[src/rtl/sram_io_pkg.sv]
// Shared types and constants for the SRAM / memory-mapped I/O bridge.
package sram_io_pkg;

    // Bridge transaction states
    typedef enum logic [1:0] {
        ST_IDLE    = 2'd0,
        ST_ACCESS  = 2'd1,
        ST_RECOVER = 2'd2,
        ST_RESP    = 2'd3
    } state_t;

    // Wide all-ones pattern; the I/O word sits at the top of the CPU address space
    localparam logic [31:0] IO_ADDR_ALL_ONES = 32'hFFFF_FFFF;

    // Wait-state counter width (covers 0..15 extra cycles)
    localparam int WAIT_CNT_W = 4;

    // Number of byte lanes in a data word
    function automatic int be_width(input int data_w);
        return data_w / 8;
    endfunction

endpackage

[src/rtl/sram_io_bridge_if.sv]
// CPU-side request/response bus of the SRAM / I/O bridge.
interface sram_io_bridge_if
    import sram_io_pkg::*;
#(
    parameter int DATA_W     = 16,
    parameter int CPU_ADDR_W = 16
);
    localparam int BE_W = be_width(DATA_W);

    logic                  req_valid;
    logic                  req_ready;
    logic                  req_we;
    logic [CPU_ADDR_W-1:0] req_addr;
    logic [DATA_W-1:0]     req_wdata;
    logic [BE_W-1:0]       req_be;
    logic                  rsp_valid;
    logic [DATA_W-1:0]     rsp_rdata;

    // CPU datapath side
    modport master (
        output req_valid, req_we, req_addr, req_wdata, req_be,
        input  req_ready, rsp_valid, rsp_rdata
    );

    // Bridge side
    modport slave (
        input  req_valid, req_we, req_addr, req_wdata, req_be,
        output req_ready, rsp_valid, rsp_rdata
    );

endinterface

[src/rtl/sram_io_ioregs.sv]
// Memory-mapped I/O word: switch read path and byte-lane-masked hex register.
module sram_io_ioregs
    import sram_io_pkg::*;
#(
    parameter int DATA_W  = 16,
    parameter int NUM_HEX = 4
)(
    input  logic                        Clk,
    input  logic                        Reset,
    input  logic                        i_wr_en,
    input  logic [be_width(DATA_W)-1:0] i_be,
    input  logic [DATA_W-1:0]           i_wdata,
    input  logic [DATA_W-1:0]           i_switches,
    output logic [DATA_W-1:0]           o_rd_data,
    output logic [4*NUM_HEX-1:0]        o_hex
);
    localparam int BE_W  = be_width(DATA_W);
    localparam int HEX_W = 4 * NUM_HEX;

    logic [HEX_W-1:0]  r_hex;
    logic [HEX_W-1:0]  w_hex_nxt;
    logic [DATA_W-1:0] w_lane_mask;

    // Expand byte enables to a bit mask and merge enabled lanes into the hex value
    always_comb begin
        w_lane_mask = '0;
        for (int i = 0; i < BE_W; i++) begin
            w_lane_mask[8*i +: 8] = {8{i_be[i]}};
        end
        if (i_wr_en) begin
            w_hex_nxt = (r_hex & ~w_lane_mask[HEX_W-1:0]) |
                        (i_wdata[HEX_W-1:0] & w_lane_mask[HEX_W-1:0]);
        end else begin
            w_hex_nxt = r_hex;
        end
    end

    // Hex display register, cleared by reset
    always_ff @(posedge Clk) begin
        if (!Reset) begin
            r_hex <= '0;
        end else begin
            r_hex <= w_hex_nxt;
        end
    end

    assign o_hex     = r_hex;
    assign o_rd_data = i_switches;

endmodule

[src/rtl/sram_io_bridge.sv]
// CPU request bridge to asynchronous SRAM (programmable wait states, byte
// lanes) and to a single memory-mapped I/O word. All strobes come straight
// from flops so the SRAM pins never glitch.
module sram_io_bridge
    import sram_io_pkg::*;
#(
    parameter int                    DATA_W      = 16,
    parameter int                    CPU_ADDR_W  = 16,
    parameter int                    ADDR_W      = 20,
    parameter int                    WAIT_STATES = 2,
    parameter int                    NUM_HEX     = 4,
    parameter logic [CPU_ADDR_W-1:0] IO_ADDR     = IO_ADDR_ALL_ONES[CPU_ADDR_W-1:0]
)(
    input  logic                        Clk,
    input  logic                        Reset,
    sram_io_bridge_if.slave             bus,
    input  logic [DATA_W-1:0]           Switches,
    output logic [4*NUM_HEX-1:0]        hex_out,
    output logic                        CE_n,
    output logic                        OE_n,
    output logic                        WE_n,
    output logic [be_width(DATA_W)-1:0] BE_n,
    output logic [ADDR_W-1:0]           sram_addr,
    output logic [DATA_W-1:0]           sram_wdata,
    input  logic [DATA_W-1:0]           sram_rdata,
    output logic                        sram_drive
);
    localparam int BE_W = be_width(DATA_W);

    // Expand byte enables into a per-bit mask
    function automatic logic [DATA_W-1:0] lane_mask(input logic [BE_W-1:0] be);
        logic [DATA_W-1:0] mask;
        mask = '0;
        for (int i = 0; i < BE_W; i++) begin
            mask[8*i +: 8] = {8{be[i]}};
        end
        return mask;
    endfunction

    state_t                r_state, w_state_nxt;
    logic [WAIT_CNT_W-1:0] r_cnt, w_cnt_nxt;
    logic                  r_we, w_we_nxt;
    logic [BE_W-1:0]       r_be, w_be_nxt;
    logic [ADDR_W-1:0]     r_sram_addr, w_sram_addr_nxt;
    logic [DATA_W-1:0]     r_wdata, w_wdata_nxt;
    logic [DATA_W-1:0]     r_rdata, w_rdata_nxt;
    logic                  r_ready, w_ready_nxt;
    logic                  r_rsp_valid, w_rsp_valid_nxt;
    logic                  r_ce_n, w_ce_n_nxt;
    logic                  r_oe_n, w_oe_n_nxt;
    logic                  r_we_n, w_we_n_nxt;
    logic [BE_W-1:0]       r_be_n, w_be_n_nxt;
    logic                  r_drive, w_drive_nxt;

    logic                  w_accept;
    logic                  w_hex_wr;
    logic [DATA_W-1:0]     w_io_rdata;

    // Ready is flop-driven but forced low while reset is held
    assign w_accept = (r_state == ST_IDLE) && r_ready && bus.req_valid && Reset;

    // Next-state, latched-request and completion-data logic
    always_comb begin
        w_state_nxt     = r_state;
        w_cnt_nxt       = r_cnt;
        w_we_nxt        = r_we;
        w_be_nxt        = r_be;
        w_sram_addr_nxt = r_sram_addr;
        w_wdata_nxt     = r_wdata;
        w_rdata_nxt     = r_rdata;
        w_hex_wr        = 1'b0;
        case (r_state)
            ST_IDLE: begin
                if (w_accept) begin
                    w_we_nxt = bus.req_we;
                    w_be_nxt = bus.req_be;
                    if (bus.req_be == '0) begin
                        w_rdata_nxt = '0;
                        w_state_nxt = ST_RESP;
                    end else if (bus.req_addr == IO_ADDR) begin
                        if (bus.req_we) begin
                            w_hex_wr = 1'b1;
                        end else begin
                            w_rdata_nxt = w_io_rdata;
                        end
                        w_state_nxt = ST_RESP;
                    end else begin
                        w_sram_addr_nxt = ADDR_W'(bus.req_addr);
                        w_wdata_nxt     = bus.req_wdata;
                        w_cnt_nxt       = WAIT_CNT_W'(WAIT_STATES);
                        w_state_nxt     = ST_ACCESS;
                    end
                end else begin
                    w_state_nxt = ST_IDLE;
                end
            end
            ST_ACCESS: begin
                if (r_cnt == {WAIT_CNT_W{1'b0}}) begin
                    if (r_we) begin
                        w_state_nxt = ST_RECOVER;
                    end else begin
                        // Disabled lanes read as zero
                        w_rdata_nxt = sram_rdata & lane_mask(r_be);
                        w_state_nxt = ST_RESP;
                    end
                end else begin
                    w_cnt_nxt = r_cnt - {{(WAIT_CNT_W-1){1'b0}}, 1'b1};
                end
            end
            ST_RECOVER: begin
                w_state_nxt = ST_RESP;
            end
            ST_RESP: begin
                w_state_nxt = ST_IDLE;
            end
            default: begin
                w_state_nxt = ST_IDLE;
            end
        endcase
    end

    // Output values for the coming state; strobes follow the state register exactly
    always_comb begin
        w_ready_nxt     = 1'b0;
        w_rsp_valid_nxt = 1'b0;
        w_ce_n_nxt      = 1'b1;
        w_oe_n_nxt      = 1'b1;
        w_we_n_nxt      = 1'b1;
        w_be_n_nxt      = {BE_W{1'b1}};
        w_drive_nxt     = 1'b0;
        case (w_state_nxt)
            ST_IDLE: begin
                w_ready_nxt = 1'b1;
            end
            ST_ACCESS: begin
                w_ce_n_nxt = 1'b0;
                w_be_n_nxt = ~w_be_nxt;
                if (w_we_nxt) begin
                    w_we_n_nxt  = 1'b0;
                    w_drive_nxt = 1'b1;
                end else begin
                    w_oe_n_nxt  = 1'b0;
                end
            end
            ST_RECOVER: begin
                // WE_n released while data is still driven for hold time
                w_ce_n_nxt  = 1'b0;
                w_be_n_nxt  = ~w_be_nxt;
                w_drive_nxt = 1'b1;
            end
            ST_RESP: begin
                w_rsp_valid_nxt = 1'b1;
            end
            default: begin
                w_ready_nxt = 1'b0;
            end
        endcase
    end

    // State, request latches and registered pin outputs
    always_ff @(posedge Clk) begin
        if (!Reset) begin
            r_state     <= ST_IDLE;
            r_cnt       <= '0;
            r_we        <= 1'b0;
            r_be        <= '0;
            r_sram_addr <= '0;
            r_wdata     <= '0;
            r_rdata     <= '0;
            r_ready     <= 1'b0;
            r_rsp_valid <= 1'b0;
            r_ce_n      <= 1'b1;
            r_oe_n      <= 1'b1;
            r_we_n      <= 1'b1;
            r_be_n      <= {BE_W{1'b1}};
            r_drive     <= 1'b0;
        end else begin
            r_state     <= w_state_nxt;
            r_cnt       <= w_cnt_nxt;
            r_we        <= w_we_nxt;
            r_be        <= w_be_nxt;
            r_sram_addr <= w_sram_addr_nxt;
            r_wdata     <= w_wdata_nxt;
            r_rdata     <= w_rdata_nxt;
            r_ready     <= w_ready_nxt;
            r_rsp_valid <= w_rsp_valid_nxt;
            r_ce_n      <= w_ce_n_nxt;
            r_oe_n      <= w_oe_n_nxt;
            r_we_n      <= w_we_n_nxt;
            r_be_n      <= w_be_n_nxt;
            r_drive     <= w_drive_nxt;
        end
    end

    sram_io_ioregs #(
        .DATA_W  (DATA_W),
        .NUM_HEX (NUM_HEX)
    ) u_ioregs (
        .Clk        (Clk),
        .Reset      (Reset),
        .i_wr_en    (w_hex_wr),
        .i_be       (bus.req_be),
        .i_wdata    (bus.req_wdata),
        .i_switches (Switches),
        .o_rd_data  (w_io_rdata),
        .o_hex      (hex_out)
    );

    assign bus.req_ready = r_ready & Reset;
    assign bus.rsp_valid = r_rsp_valid;
    assign bus.rsp_rdata = r_rdata;
    assign CE_n          = r_ce_n;
    assign OE_n          = r_oe_n;
    assign WE_n          = r_we_n;
    assign BE_n          = r_be_n;
    assign sram_addr     = r_sram_addr;
    assign sram_wdata    = r_wdata;
    assign sram_drive    = r_drive;

endmodule

[src/flat_wrapper.sv]
// flat-port wrapper written by rule: the top's interface ports become plain ports
module sram_io_bridge_flat import sram_io_pkg::*;
#(
    parameter int                    DATA_W      = 16,
    parameter int                    CPU_ADDR_W  = 16,
    parameter int                    ADDR_W      = 20,
    parameter int                    WAIT_STATES = 2,
    parameter int                    NUM_HEX     = 4,
    parameter logic [CPU_ADDR_W-1:0] IO_ADDR     = IO_ADDR_ALL_ONES[CPU_ADDR_W-1:0]
)
  (Clk, Reset, Switches, hex_out, CE_n, OE_n, WE_n, BE_n, sram_addr, sram_wdata, sram_rdata, sram_drive, bus_req_valid, bus_req_we, bus_req_addr, bus_req_wdata, bus_req_be, bus_req_ready, bus_rsp_valid, bus_rsp_rdata);
  sram_io_bridge_if #(.DATA_W(DATA_W), .CPU_ADDR_W(CPU_ADDR_W)) bus_i ();
  input  logic Clk;
  input  logic Reset;
  input  logic [DATA_W-1:0] Switches;
  output logic [4*NUM_HEX-1:0] hex_out;
  output logic CE_n;
  output logic OE_n;
  output logic WE_n;
  output logic [be_width(DATA_W)-1:0] BE_n;
  output logic [ADDR_W-1:0] sram_addr;
  output logic [DATA_W-1:0] sram_wdata;
  input  logic [DATA_W-1:0] sram_rdata;
  output logic sram_drive;
  input wire logic [$bits(bus_i.req_valid)-1:0] bus_req_valid;
  input wire logic [$bits(bus_i.req_we)-1:0] bus_req_we;
  input wire logic [$bits(bus_i.req_addr)-1:0] bus_req_addr;
  input wire logic [$bits(bus_i.req_wdata)-1:0] bus_req_wdata;
  input wire logic [$bits(bus_i.req_be)-1:0] bus_req_be;
  output wire logic [$bits(bus_i.req_ready)-1:0] bus_req_ready;
  output wire logic [$bits(bus_i.rsp_valid)-1:0] bus_rsp_valid;
  output wire logic [$bits(bus_i.rsp_rdata)-1:0] bus_rsp_rdata;
  assign bus_i.req_valid = bus_req_valid;
  assign bus_i.req_we = bus_req_we;
  assign bus_i.req_addr = bus_req_addr;
  assign bus_i.req_wdata = bus_req_wdata;
  assign bus_i.req_be = bus_req_be;
  assign bus_req_ready = bus_i.req_ready;
  assign bus_rsp_valid = bus_i.rsp_valid;
  assign bus_rsp_rdata = bus_i.rsp_rdata;
  sram_io_bridge #(.DATA_W(DATA_W), .CPU_ADDR_W(CPU_ADDR_W), .ADDR_W(ADDR_W), .WAIT_STATES(WAIT_STATES), .NUM_HEX(NUM_HEX), .IO_ADDR(IO_ADDR)) u_core (.Clk(Clk), .Reset(Reset), .bus(bus_i), .Switches(Switches), .hex_out(hex_out), .CE_n(CE_n), .OE_n(OE_n), .WE_n(WE_n), .BE_n(BE_n), .sram_addr(sram_addr), .sram_wdata(sram_wdata), .sram_rdata(sram_rdata), .sram_drive(sram_drive));
endmodule
[config.mk]
export PLATFORM = sky130hd
export DESIGN_NAME = sram_io_bridge_flat
export DESIGN_NICKNAME = d
export VERILOG_FILES = /design/src/rtl/sram_io_pkg.sv /design/src/rtl/sram_io_bridge_if.sv /design/src/rtl/sram_io_ioregs.sv /design/src/rtl/sram_io_bridge.sv /design/src/flat_wrapper.sv
export SDC_FILE = /design/constraint.sdc
export NUM_CORES = 1
export LEC_CHECK = 0
export BUFFER_PORTS_ARGS = -buffer_cell sky130_fd_sc_hd__buf_2
export CORE_AREA = 5 5 106 108
export CTS_CLUSTER_SIZE = 28
export DETAILED_ROUTE_END_ITERATION = 12
export DIE_AREA = 0 0 111 113
export SLEW_MARGIN = 10
export SYNTH_ARGS = -nofsm -noshare
export SYNTH_HDL_FRONTEND = slang
export SYNTH_SLANG_ARGS = --single-unit
[constraint.sdc]
create_clock -name Clk -period 1.6 [get_ports Clk]
set_input_delay 0.08 -clock Clk [delete_from_list [all_inputs] [get_ports Clk]]
set_output_delay 0.08 -clock Clk [all_outputs]
set_load 0.01 [all_outputs]
==> flow_summary.json <==
{
  "yosys.area.top_type": "dfxtp_1",
  "reg2reg_depth": 8,
  "vias": 3318,
  "p_seq_share_pct": 38.5,
  "report.power.total_mw": 6.38,
  "routed_via_density": 4.70,
  "hold_depth": 3,
  "synth-seq-area-share_pct": 47.1,
  "synth-compound-area-share_pct": 20.8,
  "synth_edf_count": 0,
  "fin_cells": 706,
  "fin_area_mm2": 0.00522,
  "synth_xor_xnor_area_share_pct": 0,
  "period_share_pct": 101,
  "switchingPower_mw": 2.12,
  "end_kind": "flip-flop",
  "setup_violations": 1,
  "coreArea_mm2": 0.0101,
  "synthCells": 367,
  "outcome": "complete, but fails checks",
  "hold_slack_ns": 0.00107,
  "dp_hpwl_um": 7090,
  "worstPathMaxFanout": 3,
  "h-tree-depth": 3,
  "worstSetupPathType": "flip-flop to flip-flop",
  "wl_per_cell_um": 14.6,
  "area_delta_synth_final_pct": 51.6,
  "grt_pass1_vias": 3523,
  "portBuffers": 141,
  "power.static_leakage_nw": 2.30,
  "slew_headroom_pct": 53.1,
  "ys_ff_latch": 81,
  "synth_most_common_cell": "dfxtp_1",
  "grt_usage_pct": 15.9,
  "cp-start-kind": "flip-flop",
  "cellPowerDensity_mw_per_mm2": 1220,
  "ys_types": 39,
  "synthSimpleGateAreaFrac_pct": 19.7,
  "num_antenna_cells": 0,
  "numClockSinks": 81,
  "hp-class": "input port to flip-flop",
  "critical_path.top_delay_family": "compound AO/OA/AOI/OAI gates",
  "p_comb_share_pct": 36.9,
  "sw_frac_of_total_pct": 33.1,
  "avgSynthCellArea_um2": 9.39,
  "fin_nets": 641,
  "rows": 37,
  "dp_cells": 661,
  "clk_pin_slew_ns": 0.09,
  "first_pass_iters": 4,
  "critPathBufInv": 2,
  "max_stage_delay_ns": 0.34,
  "min_from": "bus_req_addr[13]",
  "regToRegEndpoint": "u_core.sram_drive",
  "cts_tree": "done",
  "drt_iter0_drc": 141,
  "clkPwrFrac_pct": 24.6,
  "drc": 0,
  "max_freq_ghz": 0.621,
  "ys_warn_count": 0,
  "cts-root-buf": "clkbuf_8",
  "synth_adder_area_share_pct": 2.18,
  "synth.area.top_cells": "dfxtp_1 (47%), nand2_1 (8.0%), a21boi_0 (7.0%)",
  "die_h_um": 113,
  "postSynth.asyncResetShare_pct": 0,
  "grt_pass1_wl_um": 16700,
  "maxCapViolCount": 0,
  "period_minus_slack_ns": 1.61,
  "synth_mux_area_share_pct": 4.65,
  "ir_worst_vdd_v": 0.000688,
  "cts_buffers": 9,
  "synth_top_family_by_area": "compound AO/OA/AOI/OAI gates",
  "p_int_mw": 4.27,
  "layout_setup_ws_ns": -0.0100,
  "cp_slowest_cell": "dfxtp_2",
  "pin_count": 146,
  "rsz0062_at_grt": "yes",
  "r2r_setup_slack_ns": -0.01,
  "cp.arrival_ns": 1.86,
  "ant_nets": 0,
  "failed_checks": "setup timing",
  "synth_flop_cell": "dfxtp_1",
  "hold_viol": 0,
  "rr_startpoint": "u_core.r_cnt[0]",
  "tns_ns": -0.0100,
  "holdPathEnd": "u_core.sram_addr[13]",
  "worst_pin_slew_ns": 0.703,
  "gp_congestion": 0.769,
  "slew_violations": 0,
  "initial_core_util_pct": 34.0,
  "path_cells": "inv_2 -> ha_4 -> and2_4 -> a221o_1 -> buf_6 -> ha_2 -> a21oi_2 -> nor2_2",
  "insertion_delay_ns": 0.34,
  "clock_path_buffers": 2,
  "syn_area_mm2": 0.00345,
  "skew_ns": 0.00890,
  "die_x_um": 111,
  "antenna_found_initial": 0,
  "grt_max_degree": 79,
  "drive_above_1_share_pct": 43.3,
  "crit_required_ns": 1.85,
  "place_area_mm2": 0.00458,
  "grt_overflow_total": 0,
  "netlist.area_leader.share_pct": 47.1,
  "die-area_mm2": 0.0125,
  "netlist_top_cells_count": "dfxtp_1 (81), nand2_1 (73), a21boi_0 (32), nor2b_1 (19), o31ai_1 (17)",
  "wirelength_um": 10300
}
per-layer routing:
layer / wire length, um / GRT usage, % / vias up
met5: 0 / 0 / -
met4: 65 / 4.68 / 0
met3: 783 / 5.19 / 6
met2: 4950 / 27.2 / 116
met1: 4490 / 19.0 / 1536
li1: - / - / 1660
power groups by stage:
stage | Combinational (mW) | Sequential (mW) | Clock (mW)
5_1_grt | 2.59 | 2.50 | 1.72
4_1_cts | 2.17 | 2.45 | 1.63
3_5_place_dp | 2.02 | 2.49 | 0
6_report | 2.36 | 2.46 | 1.57
2_1_floorplan | 1.03 | 2.60 | 0
3_3_place_gp | 1.97 | 2.48 | 0
layout make-up:
class	count	area, um^2
well taps	136	170
flip-flops and latches	81	1630
repair buffers	212	1440
clock inverters	7	85.1
clock buffers	9	124
inverters	7	26.3
multi-input cells	254	1750
fillers	948	4910
cells in the final DEF (no fill, tap or decap), drive strengths merged, types with 5 or more instances in the layout:
master and instances:
dlygate4sd3 25, dfxtp 81, o21ai 5, clkbuf 11, buf 185, nand2 73
a22oi 16, a21oi 22, nand4 6, a21boi 32, nor2 5, inv 11
ha 6, nor2b 19, o31ai 17, mux2i 16, and2 8
worst max path at each step:
stage,startpoint,to,slack (ns),cells after the start
4_1_cts,u_core.r_cnt[1],u_core.sram_drive,0.005,8
2_1_floorplan,bus_req_addr[0],u_core.sram_drive,-0.12,9
5_1_grt,u_core.r_state[1],flip-flop,-0.08,8
6_report,u_core.r_cnt[0],u_core.sram_drive,-0.01,8
3_3_place_gp,bus_req_addr[0],u_core.sram_drive,-0.19,9
3_5_place_dp,bus_req_addr[11],u_core.sram_drive,-0.22,9
tightest hold or removal path, cell delays in order:
cell and delay (ns):
buf_2 0.11, nand2_1 0.05, a21boi_1 0.06
timing repair:
action	CTS	global route
pin swaps	2	3
cloned	0	3
buffers inserted	0	1
endpoints found under the setup margin	37	70
gates resized for setup	15	41
hold buffers	25	0
hold endpoints to repair	33	0
cells by family (layout without fill, tap and decap cells):
group                      after synthesis  after routing
AOI/OAI and AO/OA                       97             97
adders and majority gates                6              6
buffers and inverters                   35            235
DFF                                     81             81
muxes                                   16             16
other                                    1              4
and+or+nand+nor                        131            131
through the flow:
step | worst slack, ns | utilization (%)
after CTS | 0.00471 | 50.2
after detailed placement | -0.215 | 45.2
final | -0.0100 | 51.5
after global routing | -0.0811 | 51.5
after global placement | -0.194 | 45.2
after floorplan | -0.115 | -
No activity file was read; power rests on OpenSTA's default activity.
